===== config.mk =====
export PLATFORM = sky130hd
export DESIGN_NAME = rx_frame_sync
export DESIGN_NICKNAME = d
export VERILOG_FILES = /design/src/rtl/rx_frame_sync.sv
export SDC_FILE = /design/constraint.sdc
export NUM_CORES = 1
export LEC_CHECK = 0
export ABC_AREA = 1
export BUFFER_PORTS_ARGS = -buffer_cell sky130_fd_sc_hd__buf_4
export CORE_UTILIZATION = 45
export DETAILED_ROUTE_END_ITERATION = 6
export PLACE_DENSITY = 0.68
export SYNTH_ARGS = -nofsm -noshare
export SYNTH_HDL_FRONTEND = slang
export SYNTH_SLANG_ARGS = --single-unit

===== constraint.sdc =====
create_clock -name clk_16M384 -period 6.11 [get_ports clk_16M384]
set_input_delay 1.222 -clock clk_16M384 [delete_from_list [all_inputs] [get_ports clk_16M384]]
set_output_delay 1.222 -clock clk_16M384 [all_outputs]
set_load 0.02 [all_outputs]

===== src/rtl/rx_frame_sync.sv =====
// Receive deframer: hunts a sync word with Hamming tolerance, resolves BPSK polarity, packs payload MSB-first into bytes.
// Byte strobe one cycle after the last bit's strobe; no backpressure, bits with bit_vld low are ignored.
module rx_frame_sync #(
  parameter logic [15:0] SYNC_WORD     = 16'hEB90,
  parameter int          SYNC_LEN      = 16,
  parameter int          PAYLOAD_BYTES = 16,
  parameter int          HUNT_ERR      = 1,
  parameter int          LOCK_ERR      = 3
) (
  input  logic        clk_16M384,
  input  logic        rst_16M384,
  input  logic        bit_in,
  input  logic        bit_vld,
  output logic [7:0]  data_tdata,
  output logic        data_tvalid,
  output logic        data_tuser,
  output logic        data_tlast,
  output logic        locked,
  output logic        inverted,
  output logic        sync_lost,
  output logic [15:0] frame_cnt
);

  localparam logic [4:0] HUNT_LIM  = 5'(HUNT_ERR);
  localparam logic [4:0] LOCK_LIM  = 5'(LOCK_ERR);
  localparam logic [3:0] SYNC_LAST = 4'(SYNC_LEN - 1);
  localparam logic [7:0] LAST_IDX  = 8'(PAYLOAD_BYTES - 1);

  typedef enum logic [1:0] {S_HUNT, S_PAYLOAD, S_CHECK} state_t;

  state_t      r_state;
  logic [14:0] r_sr;
  logic [6:0]  r_acc;
  logic [3:0]  r_bit_cnt;
  logic [7:0]  r_byte_cnt;
  logic [7:0]  r_tdata;
  logic        r_tvalid, r_tuser, r_tlast, r_locked, r_inverted, r_sync_lost;
  logic [15:0] r_frame_cnt;

  logic [15:0] w_c;
  logic [7:0]  w_byte;
  logic [4:0]  w_dn, w_di, w_dchk;

  function automatic logic [4:0] popcount16(input logic [15:0] v);
    logic [4:0] s;
    s = '0;
    for (int i = 0; i < 16; i++) s = s + {4'b0, v[i]};
    return s;
  endfunction

  // Candidate word includes the bit arriving this cycle, so a match is seen on its last bit.
  assign w_c    = {r_sr, bit_in};
  assign w_byte = {r_acc, bit_in ^ r_inverted};
  assign w_dn   = popcount16(w_c ^ SYNC_WORD);
  assign w_di   = popcount16(w_c ^ ~SYNC_WORD);
  assign w_dchk = r_inverted ? w_di : w_dn;

  always_ff @(posedge clk_16M384) begin
    if (rst_16M384) begin
      r_state     <= S_HUNT;
      r_sr        <= '0;
      r_acc       <= '0;
      r_bit_cnt   <= '0;
      r_byte_cnt  <= '0;
      r_tdata     <= '0;
      r_tvalid    <= 1'b0;
      r_tuser     <= 1'b0;
      r_tlast     <= 1'b0;
      r_locked    <= 1'b0;
      r_inverted  <= 1'b0;
      r_sync_lost <= 1'b0;
      r_frame_cnt <= '0;
    end else begin
      r_tvalid    <= 1'b0;
      r_tuser     <= 1'b0;
      r_tlast     <= 1'b0;
      r_sync_lost <= 1'b0;
      if (bit_vld) begin
        r_sr <= w_c[14:0];
        case (r_state)
          S_HUNT: begin
            r_bit_cnt  <= '0;
            r_byte_cnt <= '0;
            if (w_dn <= HUNT_LIM) begin
              r_inverted <= 1'b0;
              r_state    <= S_PAYLOAD;
            end else if (w_di <= HUNT_LIM) begin
              r_inverted <= 1'b1;
              r_state    <= S_PAYLOAD;
            end
          end
          S_PAYLOAD: begin
            r_acc <= w_byte[6:0];
            if (r_bit_cnt == 4'd7) begin
              r_bit_cnt <= '0;
              r_tdata   <= w_byte;
              r_tvalid  <= 1'b1;
              r_tuser   <= (r_byte_cnt == 8'd0);
              r_tlast   <= (r_byte_cnt == LAST_IDX);
              if (r_byte_cnt == LAST_IDX) begin
                r_byte_cnt  <= '0;
                r_frame_cnt <= r_frame_cnt + 16'd1;
                r_locked    <= 1'b1;
                r_state     <= S_CHECK;
              end else begin
                r_byte_cnt <= r_byte_cnt + 8'd1;
              end
            end else begin
              r_bit_cnt <= r_bit_cnt + 4'd1;
            end
          end
          S_CHECK: begin
            if (r_bit_cnt == SYNC_LAST) begin
              r_bit_cnt <= '0;
              if (w_dchk <= LOCK_LIM) begin
                r_state <= S_PAYLOAD;
              end else begin
                r_sync_lost <= 1'b1;
                r_locked    <= 1'b0;
                r_state     <= S_HUNT;
              end
            end else begin
              r_bit_cnt <= r_bit_cnt + 4'd1;
            end
          end
          default: r_state <= S_HUNT;
        endcase
      end
    end
  end

  assign data_tdata  = r_tdata;
  assign data_tvalid = r_tvalid;
  assign data_tuser  = r_tuser;
  assign data_tlast  = r_tlast;
  assign locked      = r_locked;
  assign inverted    = r_inverted;
  assign sync_lost   = r_sync_lost;
  assign frame_cnt   = r_frame_cnt;

endmodule

# [Word-level counts from Yosys, hierarchy flattened]
# Index checks and enable logic that the tools add are counted.
[word_totals] n_memories=0 out_inout_bits=30 word_cells=107 ram_bits=0 ff_bits=66 latchBits=0 mem_bits_ro=0 input_bits=4
[classes] magnitude_cmp=3 mux=23 mul=0 div=0 n_reduce_logical=17 shifts=0 bitwise=8 eq_ne=10 addsub=33
[ops] cell="5-bit by 1-bit adder with 5-bit output" n=22
[ops] cell="16-bit by 1-bit adder with 16-bit output (second input constant)" n=1
[ops] cell="8-bit two-way mux" n=2
[ops] cell="8-bit inverter" n=2
[ops] cell="8-bit case mux with 2 select lines" n=1
[ops] cell="4-bit case mux with 3 select lines" n=1
[ops] cell="4-bit by 1-bit adder with 5-bit output" n=2
[ops] cell="5-bit by 1-bit less-or-equal comparator with 1-bit output (second input constant)" n=2
[ops] cell="2-bit two-way mux" n=5
[ops] cell="1-bit two-way mux" n=9
[ops] cell="3-bit AND reduction" n=3
[ops] cell="3-bit by 1-bit adder with 4-bit output" n=2
[ops] cell="8-bit by 1-bit adder with 8-bit output (second input constant)" n=1
[ops] cell="8-bit by 4-bit equality test with 1-bit output (second input constant)" n=1
[ops] cell="8-bit logical NOT" n=1
[ops] cell="4-bit two-way mux" n=2
[ops] cell="2-bit inequality test (second input constant)" n=4
[ops] cell="4-bit OR reduction" n=2
[ops] cell="2-bit by 1-bit adder with 3-bit output" n=2
[ops] cell="2-bit case mux with 3 select lines" n=1
[ops] cell="6-bit AND reduction" n=1
[ops] cell="2-bit nonzero test" n=3
[ops] cell="5-bit by 2-bit less-or-equal comparator with 1-bit output (second input constant)" n=1
[ops] cell="5-bit two-way mux" n=1
[ops] cell="other kinds (16)" n=22

# [Logic depth before layout (Yosys ltp)]
# Gate-level depths: netlist of the first run.
[depth] ltp_word=21 depth_mapped=21 ltp_nobuf=21

# [Worst setup path before layout of the first run]
# No wires, ideal clock.
[synth_path] kind="in2reg" from="input port bit_in" to="register r_state[1]" stages=19 required_ps=5994 arrival_ps=4556 setup_slack_ps=1438 path_buffers=0 setup_time_ps=116 cell_sequence="inv_1 > fa_1 > inv_1 > fa_1 > fa_1 > inv_1 > fa_1 > inv_1 > ha_1 > inv_1 > fa_1 > nor2_1 > nand2_1 > nand2_1 > nand3_1 > nand3_1 > nand2_1 > o21ai_0 > nor2_1"
[synth_between] elab_chain_len=19 elab_cells_between_ends=37 classes_between="30 x add/sub; 2 x order compare; 1 x eq/ne; 2 x mux; 1 x bitwise; 1 x reduce/logical"
[synth_rtl] item="from (decl)" line="12" text="input logic bit_in,"
[synth_rtl] item="8-bit inverter (no line)"
[synth_rtl] item="1-bit by 1-bit adder with 2-bit output" line="47" text="for (int i = 0; i < 16; i++) s = s + {4'b0, v[i]};"
[synth_rtl] item="2-bit by 1-bit adder with 3-bit output" line="47"
[synth_rtl] item="3-bit by 1-bit adder with 4-bit output" line="47"
[synth_rtl] item="4-bit by 1-bit adder with 5-bit output" line="47"
[synth_rtl] item="5-bit by 1-bit adder with 5-bit output (11 in a row)" line="47"
[synth_rtl] item="5-bit by 1-bit less-or-equal comparator with 1-bit output" line="87" text="end else if (w_di <= HUNT_LIM) begin"
[synth_rtl] item="3-bit inequality test (no line)"
[synth_rtl] item="5-bit AND reduction (no line)"
[synth_rtl] item="to (signal assigned)" line="60" text="r_state <= S_HUNT;"
[synth_rtl] item="to (signal assigned)" line="86" text="r_state <= S_PAYLOAD;"
[synth_rtl] item="to (signal assigned)" line="89" text="r_state <= S_PAYLOAD;"
[synth_rtl] item="to (decl)" line="31" text="state_t r_state;"
# Several ways; a longest one is shown, not always the timed one.
# A chain may end at the register's enable or synchronous reset.

# [Final worst setup path of the first run]
[layout_path] from="input port bit_in" to="register r_state[0]"
[layout_between] elab_chain_len=21 elab_cells_between_ends=41 classes_between="30 x add/sub; 3 x order compare; 1 x eq/ne; 5 x mux; 1 x bitwise; 1 x reduce/logical"
[layout_rtl] item="8-bit inverter (no line)"
[layout_rtl] item="1-bit by 1-bit adder with 2-bit output" line="47"
[layout_rtl] item="2-bit by 1-bit adder with 3-bit output" line="47"
[layout_rtl] item="3-bit by 1-bit adder with 4-bit output" line="47"
[layout_rtl] item="4-bit by 1-bit adder with 5-bit output" line="47"
[layout_rtl] item="5-bit by 1-bit adder with 5-bit output (11 in a row)" line="47"
[layout_rtl] item="5-bit two-way mux" line="56" text="assign w_dchk = r_inverted ? w_di : w_dn;"
[layout_rtl] item="5-bit by 2-bit less-or-equal comparator with 1-bit output" line="115" text="if (w_dchk <= LOCK_LIM) begin"
[layout_rtl] item="1-bit two-way mux" line="115"
[layout_rtl] item="2-bit two-way mux" line="113" text="if (r_bit_cnt == SYNC_LAST) begin"
[layout_rtl] item="2-bit case mux with 3 select lines" line="80" text="case (r_state)"
[layout_rtl] item="to (signal assigned)" line="86"
[layout_rtl] item="to (signal assigned)" line="116" text="r_state <= S_PAYLOAD;"
[layout_rtl] item="to (signal assigned)" line="120" text="r_state <= S_HUNT;"
# Several ways; a longest one is shown, not always the timed one. The select of a mux whose other input is x is not followed.

==> flow_metrics.py, run 1 <==
metrics = {
    "status": {
        "status": "finished, final reports clean",
    },
    "logic_synthesis": {
        "synth.most_common_cell": "inv_1",
        "synthXorXnorAreaFrac": 0.0236,
        "yosys-top-cells-area": "dfxtp_1 (36%), fa_1 (11%), inv_1 (7.6%), nand2_1 (7.5%), ha_1 (6.1%)",
        "synth_common_cells": "inv_1 (75), nand2_1 (74), dfxtp_1 (66), a21oi_1 (42), o21ai_0 (37)",
        "synth-seq-cells": 66,
        "ys_async_sr_fraction": 0,
        "ys_warn_count": 0,
        "synth_edf_count": 0,
        "synth_area_per_cell_um2": 7.90,
        "synth-seq-area-share": 0.357,
        "synth_top_family_by_area": "simple AND/OR/NAND/NOR gates",
        "synth_top_area_cell": "dfxtp_1",
        "synth_fp_nets": 511,
        "synth-compound-area-share": 0.125,
        "synthDistinctLibCells": 36,
        "synth.top_cell.area_share": 0.357,
        "yosys.area_share.simple": 0.231,
        "synth_mux_area_frac": 0,
        "syn_area_mm2": 0.00371,
        "syn_inst": 469,
        "synth_adder_area_share": 0.169,
        "synth_ff_type": "dfxtp_1",
    },
    "timing": {
        "skew_ns": 0.00614,
        "max_slew.worst_pin.slew_ns": 1.14,
        "finalHoldViolations": 0,
        "finalCriticalPeriod_ns": 4.64,
        "slew_viol_final": 0,
        "fin_setup_tns_ns": 0,
        "rsz0062_at_grt": "no",
        "fmax_mhz": 216,
        "setup-violations-final": 0,
        "fin_crit_sh": 0.759,
        "slew_headroom": 0.238,
    },
    "final_layout": {
        "final_area_mm2": 0.00421,
        "syn_to_final_growth_pct": 13.5,
        "fill_cells": 777,
        "drive_gt1_frac": 0.132,
        "diodes": 0,
        "final_nets": 545,
    },
    "power_and_ir_drop": {
        "p_leak_nw": 1.85,
        "power.density_mw_per_mm2": 308,
        "vdd_drop_max_mv": 0.137,
        "power.total_mw": 1.30,
    },
    "placed_design": {
        "io_buffers": 33,
        "dpl_cell_area_mm2": 0.00403,
        "routabilityCongestion": 0.852,
        "dp_hpwl_mm": 5.83,
    },
    "critical_path": {
        "reg2reg_to": "r_state[0]",
        "crit_required_ns": 6.38,
        "worstSetupStartpointType": "primary input",
        "cp_max_fo": 3,
        "r2r_start": "r_sr[3]",
        "cp-end-kind": "flop",
        "worstSetupPathType": "primary input to flop",
        "reg2reg_depth": 20,
        "crit_start": "bit_in",
        "critPathArrivalTime_ns": 4.91,
        "r2r_slack_ns": 1.94,
    },
    "die": {
        "die_h_um": 92.8,
        "io_pins": 34,
        "die_w_um": 92.8,
        "dieArea_mm2": 0.00860,
        "placeableCoreArea_mm2": 0.00785,
        "rows": 32,
        "initial_core_util": 0.472,
    },
    "routing": {
        "vias": 3077,
        "ant_nets": 0,
        "drt_iter0_markers": 194,
        "avgRoutedWirePerCell_um": 12.8,
        "routed_wl_mm": 7.80,
        "firstDrtPassIters": 5,
        "drc_errors": 0,
        "avgViaCountPerCell": 5.04,
    },
    "clock_tree": {
        "clockBufferDepth": 2,
        "cts_buffers": 9,
        "hold_buffers": 0,
        "clk_pin_slew_ns": 0.07,
        "cts_max_level": 3,
        "cts_setup_buffers": 0,
        "root_buffer": "clkbuf_8",
        "clkSinkCount": 66,
        "cts_tree": "yes",
        "cts_resized": 0,
        "insertion_delay_ns": 0.34,
    },
    "min_path": {
        "min_path_type": "flop to flop",
        "min_from": "r_acc[0]",
        "hold_end": "data_tdata[1]",
        "holdPathStages": 2,
    },
    "global_route": {
        "grt_pass1_wl_mm": 13.4,
        "grt_use_total": 0.197,
        "grt_pass1_vias": 2848,
        "grt_max_degree": 47,
        "overflow": 0,
        "antenna_found_initial": 0,
    },
    "job": {
        "cap_violations": 0,
    },
}
-- stage by stage --
stage	instances	util	hold slack, ns	setup WS (ns)
2_1_floorplan	469	-	0.430	1.44
3_3_place_gp	594	0.513	0.452	1.22
3_5_place_dp	594	0.513	0.453	1.10
4_1_cts	610	0.536	0.466	1.46
5_1_grt	610	0.536	0.494	1.23
6_report	610	0.536	0.458	1.47
-- kinds of logic (layout without fill, tap and decap cells) --
kind of cell / after synthesis / after routing
fa+ha+maj: 38 / 38
flops: 66 / 66
buf+inv: 90 / 129
compound gates: 88 / 88
simple gates: 177 / 177
xor+xnor: 10 / 10
-- cell type report --
| cell class | count | area, µm² | area share |
|---|---|---|---|
| Clock buffer | 13 | 139 | 0.0330 |
| Clock inverter | 3 | 40.0 | 0.00952 |
| Inverter | 80 | 300 | 0.0714 |
| Multi-Input combinational cell | 313 | 2030 | 0.483 |
| Sequential cell | 66 | 1320 | 0.314 |
| Tap cell | 102 | 128 | 0.0303 |
| Timing Repair Buffer | 33 | 248 | 0.0589 |
-- cells in the final DEF, fill, tap and decap left out, types with 2 or more instances in the layout --
master / n
nand2_4: 3
dfxtp_1: 66
buf_4: 33
inv_2: 4
clkbuf_1: 4
nor4_1: 2
nor2_4: 3
nand4_1: 11
nand2_2: 2
xor2_1: 5
clkinv_2: 2
a211oi_1: 3
nor2_2: 3
fa_1: 20
nand2_1: 74
nor3_2: 2
nand3_1: 25
ha_1: 18
inv_1: 75
nor2_1: 34
xnor2_1: 5
o21ai_0: 37
o21ai_1: 2
clkbuf_8: 9
a21oi_1: 42
nor3_1: 12
-- routing by layer --
layer	vias up	share of wire	global-route usage	wire length (µm)
met5	-	0	0	0
met4	0	0.013	0.0641	99
met3	10	0.041	0.0443	316
met2	63	0.47	0.309	3640
met1	1420	0.48	0.269	3740
li1	1584	-	-	-
-- critical path, cell delays in order --
cell	delay, ns
buf_4	0.09
inv_1	0.08
fa_1	0.54
inv_1	0.05
fa_1	0.47
fa_1	0.51
inv_1	0.05
fa_1	0.42
inv_1	0.06
ha_1	0.16
inv_1	0.05
fa_1	0.38
nor2_1	0.10
nand2_1	0.05
nand2_1	0.07
nand3_1	0.12
nand3_1	0.11
nand2_1	0.08
nand2_1	0.07
nand2_1	0.05
a21oi_1	0.15
-- power by group --
group / internal, mW / total (mW) / leakage (nW) / switching, mW
registers: 0.462 / 0.487 / 0.536 / 0.0245
clock network: 0.188 / 0.348 / 0.0914 / 0.160
logic: 0.174 / 0.461 / 1.22 / 0.287
-- worst max-delay path by stage --
stage                 end  depth (start not counted)
2_1_floorplan  r_state[1]                         19
3_3_place_gp   r_state[1]                         20
3_5_place_dp   r_state[1]                         20
4_1_cts        r_state[1]                         20
5_1_grt        r_state[1]                         20
6_report       r_state[0]                         21
-- registers in the layout, indices dropped and copies added, names as in the netlist --
signal,count
data_tdata,8
data_tvalid,1
r_sr,15
inverted,1
r_state,2
sync_lost,1
r_acc,7
r_byte_cnt,8
locked,1
frame_cnt,16
data_tlast,1
r_bit_cnt,4
data_tuser,1
(Power assumes the default switching activity.)
==> run 2: changes to the inputs <==
--- a/config.mk
+++ b/config.mk
@@ -5,7 +5,7 @@
 export SDC_FILE = /design/constraint.sdc
 export NUM_CORES = 1
 export LEC_CHECK = 0
-export ABC_AREA = 1
+export ABC_AREA = 0
 export BUFFER_PORTS_ARGS = -buffer_cell sky130_fd_sc_hd__buf_4
 export CORE_UTILIZATION = 45
 export DETAILED_ROUTE_END_ITERATION = 6
==> constraint.sdc (replaced) <==
create_clock -name clk_16M384 -period 4.8 [get_ports clk_16M384]
set_input_delay 0.96 -clock clk_16M384 [delete_from_list [all_inputs] [get_ports clk_16M384]]
set_output_delay 0.96 -clock clk_16M384 [all_outputs]
set_load 0.02 [all_outputs]
==> run 2 against run 1 <==
  * Sequential share of layout area grew 0.67 points
  * Wire length shrank 13%
  * Core utilization is essentially flat
  * Global-route usage shrank 1.7 points
  * Combinational power shrank 75%
  * Cell area shrank 2.1%
  * Critical path depth shrank 4
  * Cell count shrank 11%
  * Clock power grew 34%
  * Via count shrank 11%
  * Synthesized area shrank 3.5%
==> flow_metrics.py, run 2 <==
metrics = {
    "critical_path": {
        "cp_max_fo": 2,
        "worstSetupPathType": "primary input to flop",
        "crit_required_ns": 5.06,
        "reg2reg_depth": 16,
        "cp-end-kind": "flop",
        "worstSetupStartpointType": "primary input",
        "critPathArrivalTime_ns": 4.89,
    },
    "min_path": {
        "holdPathStages": 2,
        "min_path_type": "flop to flop",
    },
    "timing": {
        "max_slew.worst_pin.slew_ns": 0.876,
        "rsz0062_at_grt": "yes",
        "finalCriticalPeriod_ns": 4.63,
        "slew_headroom": 0.412,
        "skew_ns": 0.00703,
        "finalHoldViolations": 0,
        "fmax_mhz": 216,
        "fin_crit_sh": 0.964,
        "timing.final.ws_setup_ns": 0.172,
        "slew_viol_final": 0,
        "setup-violations-final": 0,
    },
    "clock_tree": {
        "hold_buffers": 0,
        "cts_tree": "yes",
        "cts_max_level": 3,
        "cts_buffers": 9,
        "root_buffer": "clkbuf_8",
        "clk_pin_slew_ns": 0.07,
        "clockBufferDepth": 2,
        "insertion_delay_ns": 0.34,
        "clkSinkCount": 66,
    },
    "logic_synthesis": {
        "synth_common_cells": "dfxtp_1 (66), nor2_1 (47), nand2_1 (45), inv_1 (42), a21oi_1 (23)",
        "syn_area_mm2": 0.00357,
        "synth_edf_count": 0,
        "synth_ff_type": "dfxtp_1",
        "synth-seq-cells": 66,
        "synth_top_area_cell": "dfxtp_1",
        "synth-seq-area-share": 0.370,
        "syn_inst": 402,
        "yosys-top-cells-area": "dfxtp_1 (37%), fa_1 (11%), ha_1 (6.3%), mux2i_1 (5.0%), nor2_1 (4.9%)",
        "synth_area_per_cell_um2": 8.89,
        "synth.most_common_cell": "dfxtp_1",
        "ys_async_sr_fraction": 0,
        "synth_fp_nets": 444,
        "synth.top_cell.area_share": 0.370,
        "ys_warn_count": 0,
        "synthDistinctLibCells": 47,
    },
    "routing": {
        "vias": 2741,
        "avgViaCountPerCell": 5.08,
        "wl_met1_mm": 3.29,
        "firstDrtPassIters": 4,
        "dr_wl_met3_um": 215,
        "drt_iter0_markers": 90,
        "avgRoutedWirePerCell_um": 12.6,
        "top_layer": "met4",
        "routed-wl-met2_mm": 3.19,
        "ant_nets": 0,
        "routed_wl_mm": 6.79,
        "drc_errors": 0,
    },
    "die": {
        "die_h_um": 91.1,
        "die_w_um": 91.1,
        "initial_core_util": 0.465,
        "placeableCoreArea_mm2": 0.00769,
        "dieArea_mm2": 0.00830,
        "rows": 32,
        "io_pins": 34,
    },
    "final_layout": {
        "fin_cells": 540,
        "finish.utilization": 0.536,
        "syn_to_final_growth_pct": 15.3,
        "final_cell_mix": "dfxtp_1 (66), nor2_1 (47), nand2_1 (45)",
        "final_area_mm2": 0.00412,
        "final_nets": 475,
        "drive_gt1_frac": 0.135,
        "diodes": 0,
        "mostFrequentLayoutCell": "dfxtp_1",
        "largest_reg_flops": 16,
    },
    "global_route": {
        "grt_use_total": 0.180,
        "grt_max_degree": 64,
        "grt_pass1_vias": 2687,
        "antenna_found_initial": 0,
        "grt_pass1_wl_mm": 12.0,
        "overflow": 0,
    },
    "power_and_ir_drop": {
        "vdd_drop_max_mv": 0.152,
        "power.total_mw": 1.14,
        "power.density_mw_per_mm2": 278,
        "p_leak_nw": 1.66,
    },
    "placed_design": {
        "dpl_cell_area_mm2": 0.00391,
        "post-place-ws_ns": -0.245,
        "dp_hpwl_mm": 4.98,
        "dp_cells": 524,
        "io_buffers": 33,
        "routabilityCongestion": 0.798,
    },
    "job": {
        "cap_violations": 0,
    },
    "status": {
        "status": "finished, final reports clean",
    },
}
-- run 2: cell types whose count changed after synthesis, moves of 11 or more --
cell / previous run / this run
nor2_1: 34 / 47
mux2i_1: 0 / 18
xor2_1: 5 / 16
nand3_1: 25 / 9
o21ai_0: 37 / 9
nand2_1: 74 / 45
a21oi_1: 42 / 23
inv_1: 75 / 42
-- run 2: cells by family (layout without fill, tap and decap cells) --
| logic type | Yosys count | count (layout) | synth area share |
|---|---|---|---|
| simple gates | 154 | 154 | 0.214 |
| flops | 66 | 66 | 0.370 |
| buf+inv | 58 | 94 | 0.0613 |
| compound gates | 47 | 47 | 0.0774 |
| fa+ha+maj | 38 | 38 | 0.175 |
| xor+xnor | 20 | 20 | 0.0490 |
| mux | 19 | 19 | 0.0536 |
-- run 2: cell type report --
type | count | area, µm²
Clock buffer | 10 | 138
Clock inverter | 6 | 65.1
Fill cell | 736 | 3570
Inverter | 42 | 158
Multi-Input combinational cell | 278 | 2040
Sequential cell | 66 | 1320
Tap cell | 102 | 128
Timing Repair Buffer | 36 | 270
-- run 2: metrics by stage --
step / hold WS [ns] / TNS [ns]
floorplan: 0.432 / 0
global placement: 0.444 / -0.0805
detailed placement: 0.449 / -0.653
CTS: 0.460 / 0
global route: 0.482 / -0.0778
finish: 0.455 / 0
-- run 2: timing repair --
| action | CTS | global route |
|---|---|---|
| buffers inserted | 0 | 0 |
| resized for setup | 0 | 1 |
| endpoints found under the setup margin | 0 | 3 |
-- run 2: power by group --
group / switching [mW] / internal, mW
logic: 0.0713 / 0.0448
clock network: 0.211 / 0.255
registers: 0.00759 / 0.554
total: 0.290 / 0.854
-- run 2: worst max-delay path: stages --
cell and delay, ns:
buf_4 0.09, inv_1 0.06, fa_1 0.54, inv_1 0.06, fa_1 0.48, fa_1 0.51
inv_1 0.05, fa_1 0.44, inv_1 0.07, ha_1 0.16, inv_1 0.06, fa_1 0.37
nor3b_1 0.29, a21oi_1 0.11, nand3b_1 0.19, a31oi_2 0.25, mux2i_1 0.22
-- run 2: per-layer routing --
| layer | vias to the layer above | global-route usage |
|---|---|---|
| met2 | 41 | 0.300 |
| met5 | - | 0 |
| met4 | 0 | 0.0661 |
| met3 | 9 | 0.0494 |
| met1 | 1306 | 0.222 |
| li1 | 1385 | - |
-- run 2: path summary, 6_finish.rpt --
path / from / end / slack, ns
setup / recovery: bit_in / r_state[0] / 0.17
hold / removal: data_tdata[6] / data_tdata[6] / 0.45
setup reg to reg: r_sr[3] / r_state[0] / 0.48
hold reg to reg: data_tdata[6] / data_tdata[6] / 0.45
